### config.mk
export PLATFORM = sky130hd
export DESIGN_NAME = vx_wb_drain
export DESIGN_NICKNAME = d
export VERILOG_FILES = /design/src/rtl/vx_wb_pkg.sv /design/src/rtl/vx_wb_fifo.sv /design/src/rtl/vx_wb_drain.sv
export SDC_FILE = /design/constraint.sdc
export NUM_CORES = 1
export LEC_CHECK = 0
export BUFFER_PORTS_ARGS = -buffer_cell sky130_fd_sc_hd__buf_2
export CORE_UTILIZATION = 47
export CTS_CLUSTER_SIZE = 24
export DETAILED_ROUTE_END_ITERATION = 6
export GPL_TIMING_DRIVEN = 0
export PLACE_DENSITY_LB_ADDON = 0.2
export SYNTH_ARGS = -nofsm -noshare
export SYNTH_HDL_FRONTEND = slang
export SYNTH_HIERARCHICAL = 1
export SYNTH_SLANG_ARGS = --single-unit
export TNS_END_PERCENT = 5
### constraint.sdc
create_clock -name clk -period 4.85 [get_ports clk]
set_input_delay 0.7275 -clock clk [delete_from_list [all_inputs] [get_ports clk]]
set_output_delay 0.7275 -clock clk [all_outputs]
set_load 0.01 [all_outputs]
### src/rtl/vx_wb_pkg.sv
// Shared definitions for the M/W write-back drain: write-back select codes
// and the layout of one buffered register-file write.
package vx_wb_pkg;

    localparam logic [1:0] WB_NONE = 2'd0;
    localparam logic [1:0] WB_ALU  = 2'd1;
    localparam logic [1:0] WB_MEM  = 2'd2;
    localparam logic [1:0] WB_PC   = 2'd3;

    // Widths the entry layout is built for; the drain's parameters must match.
    localparam int VX_NUM_THREADS = 4;
    localparam int VX_WARP_W      = 3;

    // One pending register-file write; data is already lane-selected.
    typedef struct packed {
        logic [4:0]                  rd;
        logic [VX_NUM_THREADS-1:0]   mask;
        logic [VX_WARP_W-1:0]        warp;
        logic [VX_NUM_THREADS*32-1:0] data;
    } wb_entry_t;

endpackage

### src/rtl/vx_wb_fifo.sv
// Generic synchronous FIFO, synchronous active-low reset. DEPTH need not be
// a power of two: pointers wrap with an explicit compare against DEPTH-1.
module vx_wb_fifo #(
    parameter int DEPTH = 2,
    parameter int WIDTH = 8
) (
    input  logic                         clk,
    input  logic                         reset_n,
    input  logic                         push,
    input  logic [WIDTH-1:0]             wr_data,
    input  logic                         pop,
    output logic [WIDTH-1:0]             rd_data,
    output logic [$clog2(DEPTH+1)-1:0]   count,
    output logic                         full,
    output logic                         empty
);

    localparam int PW = $clog2(DEPTH);
    localparam int CW = $clog2(DEPTH + 1);

    logic [WIDTH-1:0] mem [DEPTH];
    logic [PW-1:0]    wr_ptr;
    logic [PW-1:0]    rd_ptr;
    logic             do_push;
    logic             do_pop;

    assign full    = (count == CW'(DEPTH));
    assign empty   = (count == '0);
    assign do_push = push && !full;
    assign do_pop  = pop && !empty;
    assign rd_data = mem[rd_ptr];

    // Storage array; contents need no reset because count gates visibility.
    always_ff @(posedge clk) begin
        if (do_push) begin
            mem[wr_ptr] <= wr_data;
        end
    end

    // Pointers and occupancy, with modulo-DEPTH wrap.
    always_ff @(posedge clk) begin
        if (!reset_n) begin
            wr_ptr <= '0;
            rd_ptr <= '0;
            count  <= '0;
        end else begin
            if (do_push) begin
                wr_ptr <= (wr_ptr == PW'(DEPTH - 1)) ? '0 : wr_ptr + PW'(1);
            end
            if (do_pop) begin
                rd_ptr <= (rd_ptr == PW'(DEPTH - 1)) ? '0 : rd_ptr + PW'(1);
            end
            case ({do_push, do_pop})
                2'b10:   count <= count + CW'(1);
                2'b01:   count <= count - CW'(1);
                default: count <= count;
            endcase
        end
    end

endmodule

### src/rtl/vx_wb_drain.sv
// Receiving end of the M/W pipeline register. Selects write-back data,
// drops entries that write nothing, buffers the rest and drives the
// register-file write port. Optional perf counters: VX_WB_DRAIN_PERF_EN.
module vx_wb_drain
    import vx_wb_pkg::*;
#(
    parameter int NUM_THREADS = VX_NUM_THREADS,
    parameter int WARP_W      = VX_WARP_W,
    parameter int DEPTH       = 2
) (
    input  logic                      clk,
    input  logic                      reset_n,
    input  logic [NUM_THREADS*32-1:0] in_alu_result,
    input  logic [NUM_THREADS*32-1:0] in_mem_result,
    input  logic [4:0]                in_rd,
    input  logic [1:0]                in_wb,
    input  logic [31:0]               in_PC_next,
    input  logic [NUM_THREADS-1:0]    in_valid,
    input  logic [WARP_W-1:0]         in_warp_num,
    output logic                      out_freeze,
    output logic                      rf_wr_en,
    output logic [4:0]                rf_wr_rd,
    output logic [NUM_THREADS-1:0]    rf_wr_mask,
    output logic [WARP_W-1:0]         rf_wr_warp,
    output logic [NUM_THREADS*32-1:0] rf_wr_data,
    input  logic                      rf_ready
`ifdef VX_WB_DRAIN_PERF_EN
   ,output logic [31:0]               perf_stall_cycles,
    output logic [31:0]               perf_writes
`endif
);

    localparam int CW = $clog2(DEPTH + 1);

    // The entry layout lives in the package, so the widths must agree.
    if (NUM_THREADS != VX_NUM_THREADS || WARP_W != VX_WARP_W) begin : g_width_check
        $error("vx_wb_drain: NUM_THREADS/WARP_W must match vx_wb_pkg");
    end
    if (DEPTH < 2 || DEPTH > 8) begin : g_depth_check
        $error("vx_wb_drain: DEPTH must be within 2..8");
    end

    wb_entry_t        push_entry;
    wb_entry_t        head_entry;
    logic [CW-1:0]    fifo_count;
    logic             fifo_full;
    logic             fifo_empty;
    logic             accept;
    logic             push;
    logic             pop;

    // Freeze comes only from registered occupancy; rf_ready never reaches it.
    assign out_freeze = fifo_full;
    assign accept     = !fifo_full;
    assign push       = accept && (in_wb != WB_NONE) && (in_rd != 5'd0) && (in_valid != '0);
    assign rf_wr_en   = (fifo_count != '0);
    assign pop        = rf_wr_en && rf_ready;

    // Lane select happens before buffering so the FIFO holds final data.
    always_comb begin
        push_entry      = '0;
        push_entry.rd   = in_rd;
        push_entry.mask = in_valid;
        push_entry.warp = in_warp_num;
        for (int t = 0; t < NUM_THREADS; t++) begin
            case (in_wb)
                WB_ALU:  push_entry.data[t*32 +: 32] = in_alu_result[t*32 +: 32];
                WB_MEM:  push_entry.data[t*32 +: 32] = in_mem_result[t*32 +: 32];
                WB_PC:   push_entry.data[t*32 +: 32] = in_PC_next;
                default: push_entry.data[t*32 +: 32] = 32'd0;
            endcase
        end
    end

    vx_wb_fifo #(
        .DEPTH (DEPTH),
        .WIDTH ($bits(wb_entry_t))
    ) u_fifo (
        .clk     (clk),
        .reset_n (reset_n),
        .push    (push),
        .wr_data (push_entry),
        .pop     (pop),
        .rd_data (head_entry),
        .count   (fifo_count),
        .full    (fifo_full),
        .empty   (fifo_empty)
    );

    // Write port shows the head entry, forced to zero while nothing is buffered.
    always_comb begin
        rf_wr_rd   = '0;
        rf_wr_mask = '0;
        rf_wr_warp = '0;
        rf_wr_data = '0;
        if (!fifo_empty) begin
            rf_wr_rd   = head_entry.rd;
            rf_wr_mask = head_entry.mask;
            rf_wr_warp = head_entry.warp;
            rf_wr_data = head_entry.data;
        end
    end

`ifdef VX_WB_DRAIN_PERF_EN
    // Saturating counters for stalled-write cycles and completed writes.
    always_ff @(posedge clk) begin
        if (!reset_n) begin
            perf_stall_cycles <= '0;
            perf_writes       <= '0;
        end else begin
            if (rf_wr_en && !rf_ready && perf_stall_cycles != 32'hFFFF_FFFF) begin
                perf_stall_cycles <= perf_stall_cycles + 32'd1;
            end
            if (pop && perf_writes != 32'hFFFF_FFFF) begin
                perf_writes <= perf_writes + 32'd1;
            end
        end
    end
`endif

endmodule
==> results.md <==
- Clock sink count: roughly 290
- ANT nets after route: 0
- Yosys top cell area share: around 57%
- Global routing usage on met1: 30.94%
- Chip height: ~180 um
- Status: finished, final reports clean
- Multi-input gate area: 5567 um2
- Synth cell types: 29
- Crit path arrival time: 2700 ps
- Largest net degree at the start of global routing: 86
- GRT met2 Usage: a little under half
- RSZ-0062 raised after global routing: false
- CTS Root Cell: clkbuf_16
- First-pass GRT wire length: between 60000 and 70000 um
- CP required: between 4000 and 5000 ps
- PortBufs: between 400 and 500
- 1st-pass router iterations: 6
- Ys flop type: edfxtp_1
- Worst Setup Start Kind: register
- FFs w/ async S/R, synth: 0%
- CP dominant cell by count: clkbuf_1
- Top area cells in the synthesized netlist: edfxtp_1 57%, mux2_2 12%, mux2_4 10%
- Peak VDD IR: 275.5 uV
- Layout cells sized above 1: a little under three fifths
- Syn_area_per_cell: 15.87 um2
- Worst path top cell family by delay: buffers and inverters
- Hold path start: in_warp_num[2]
- Power Density: around 520 nW/um2
- Sum Neg Setup Slack: 0 ps
- Nets@finish: 1710
- Max-slew headroom at the worst pin: 39.67%
- Pleak: 0.007826 uW
- Register bit total from synthesis: between 200 and 300
- Aggregate global routing overflow: 0
- Min Tclk post-route: between 3000 and 4000 ps
- R2r startpoint: u_fifo/count[0]
- Pins Over Slew Limit: 0
- Mapped Nets: about 1200
- Drt wl/cell: between 20 and 25 um
- Max Fclk: between 200 and 300 MHz
- Core Area: 30590 um2
- Die Wd: between 150 and 200 um
- Max-cap violation count: 0
- Crit path max fanout: 10
- Post_cts resized: 0
- CTS tree: built
- Crit end category: output pin
- CP bufs+invs: 3
- Slew @ Worst Pin: about 910 ps
- Cts bufs inserted: 30
- Post-Syn Instances: just over 900
- Placed cell count: 1768
- Die Area: about 32000 um2
- # rows: 64
- Fin util: approximately three fifths
- Number of global-route vias before repair: 9926
- Worst min path class: in -> reg
- Setup Skew: ~9.3 ps
- Most Crowded Layer GR: met2
- Area Overhead vs Synth: 25.71%
- Setup Fix Bufs, Post-CTS: 0
- Synthesis warning total: 6
- Crit-path cells: nor2_1 -> clkbuf_1 -> clkbuf_1 -> nor2b_1 -> buf_2
- Number of enable flip-flop cells after synthesis: 280
- Final Total Pwr: ~9600 uW
- Layout fillers: 2491
- IO Pins: 447
- Kind of critical path: reg -> out
- GRT Overall Usage: 26.46%
- Fin crit share: around 70%
- Count leader, synth: edfxtp_1
- CTS clk-pin slew, worst paths: ~60 ps
- H-tree depth: 1
- # setup viols final: 0
- DR iter-0 viols: roughly 630
- Final hold violations: 0
- Layout Cells excl Fill: around 1800
- Register area: between 8000 and 9000 um2
- Slowest stage delay, CP: roughly 600 ps
- Reg2Reg Setup Slack: between 1500 and 2000 ps
- Crit path launch: u_fifo/count[1]
- Via count: between 9000 and 10000
- Initial cell density of the core: 47.89%
- Initial antenna violation count: 10
- Post-Syn Area: approximately 15000 um2
- Avg Vias per Cell: 5.398
- Longest Clk Path Bufs: 3
- Clock Latency Late Sink: between 500 and 600 ps
- Drt drc: 0
- CP max-delay cell: clkbuf_1
- M3 GR Usage: roughly 6.5%
- DRT Wirelength: 43650 um
- DP HPWL: about 32000 um
- Placer's final routability congestion estimate: around 0.8
- # hold bufs at CTS: 0
- Cell taking the most area after synthesis: edfxtp_1
- Leading post-synthesis cells by instance count: 280 x edfxtp_1, 150 x mux2_2, 143 x nor2b_1
- Register area share after synthesis: roughly 58%
final timing paths:
kind	to	depth (start not counted)
worst max-delay path	rf_wr_data[108]	5
worst min-delay path	u_fifo/mem[1][130]	1
worst max register to register	u_fifo/mem[0][114]	8
worst min register to register	u_fifo/wr_ptr	2
cells by family (layout without fill, tap and decap cells):
kind of cell    after synthesis  count (layout)  synth area share (%)
compound gates              135             135                 7.978
xor+xnor                      3               3                0.1794
fa+ha+maj                     1               1               0.08541
buf+inv                      77             580                 3.946
flops                       285             285                 58.08
mux                         268             268                 23.17
other cells                   0               7                     0
simple gates                154             154                 6.560
per-stage QoR:
stage	worst slack [ps]	instance area, um2	hold WS, ps
global placement	-2392	17380	470.6
floorplan	-137.4	14650	456.7
finish	1427	18410	372.5
CTS	1256	18400	352.7
global route	1135	18410	359.4
detailed placement	941.2	17470	488.4
per-layer routing:
metal	vias to the layer above	wire, um
met5	-	36
met4	6	1358
met3	84	3641
met2	439	21890
met1	4805	16720
li1	4539	-
sequential cells by signal, indices dropped and copies added (netlist names), named ones only:
| register | count |
|---|---|
| u_fifo/count | 2 |
| u_fifo/mem | 280 |
| u_fifo/rd_ptr | 1 |
| u_fifo/wr_ptr | 1 |
report_power, final:
group | switching (uW) | internal [uW] | total [uW]
sequential | 161 | 3670 | 3830
clock | 909 | 1270 | 2180
combinational | 2080 | 1540 | 3620
placed cells by master (no fill, tap or decap), types with 13 or more instances in the layout:
| master | instances |
|---|---|
| clkbuf_16 | 31 |
| buf_2 | 466 |
| a22o_1 | 128 |
| mux2_1 | 18 |
| buf_6 | 13 |
| nor2b_1 | 143 |
| mux2_2 | 150 |
| edfxtp_1 | 280 |
| clkbuf_1 | 37 |
| mux2_4 | 100 |
area by class of cell:
class,instances,share of cell area [%]
repair buffers,449,12.57
diodes,7,0.09513
multi-input cells,561,30.23
clock buffers,39,4.376
well taps,396,2.691
plain buffers,73,3.058
flip-flops and latches,285,46.21
inverters,4,0.1087
clock inverters,15,0.6659
Power figures use the tool's default switching activity.
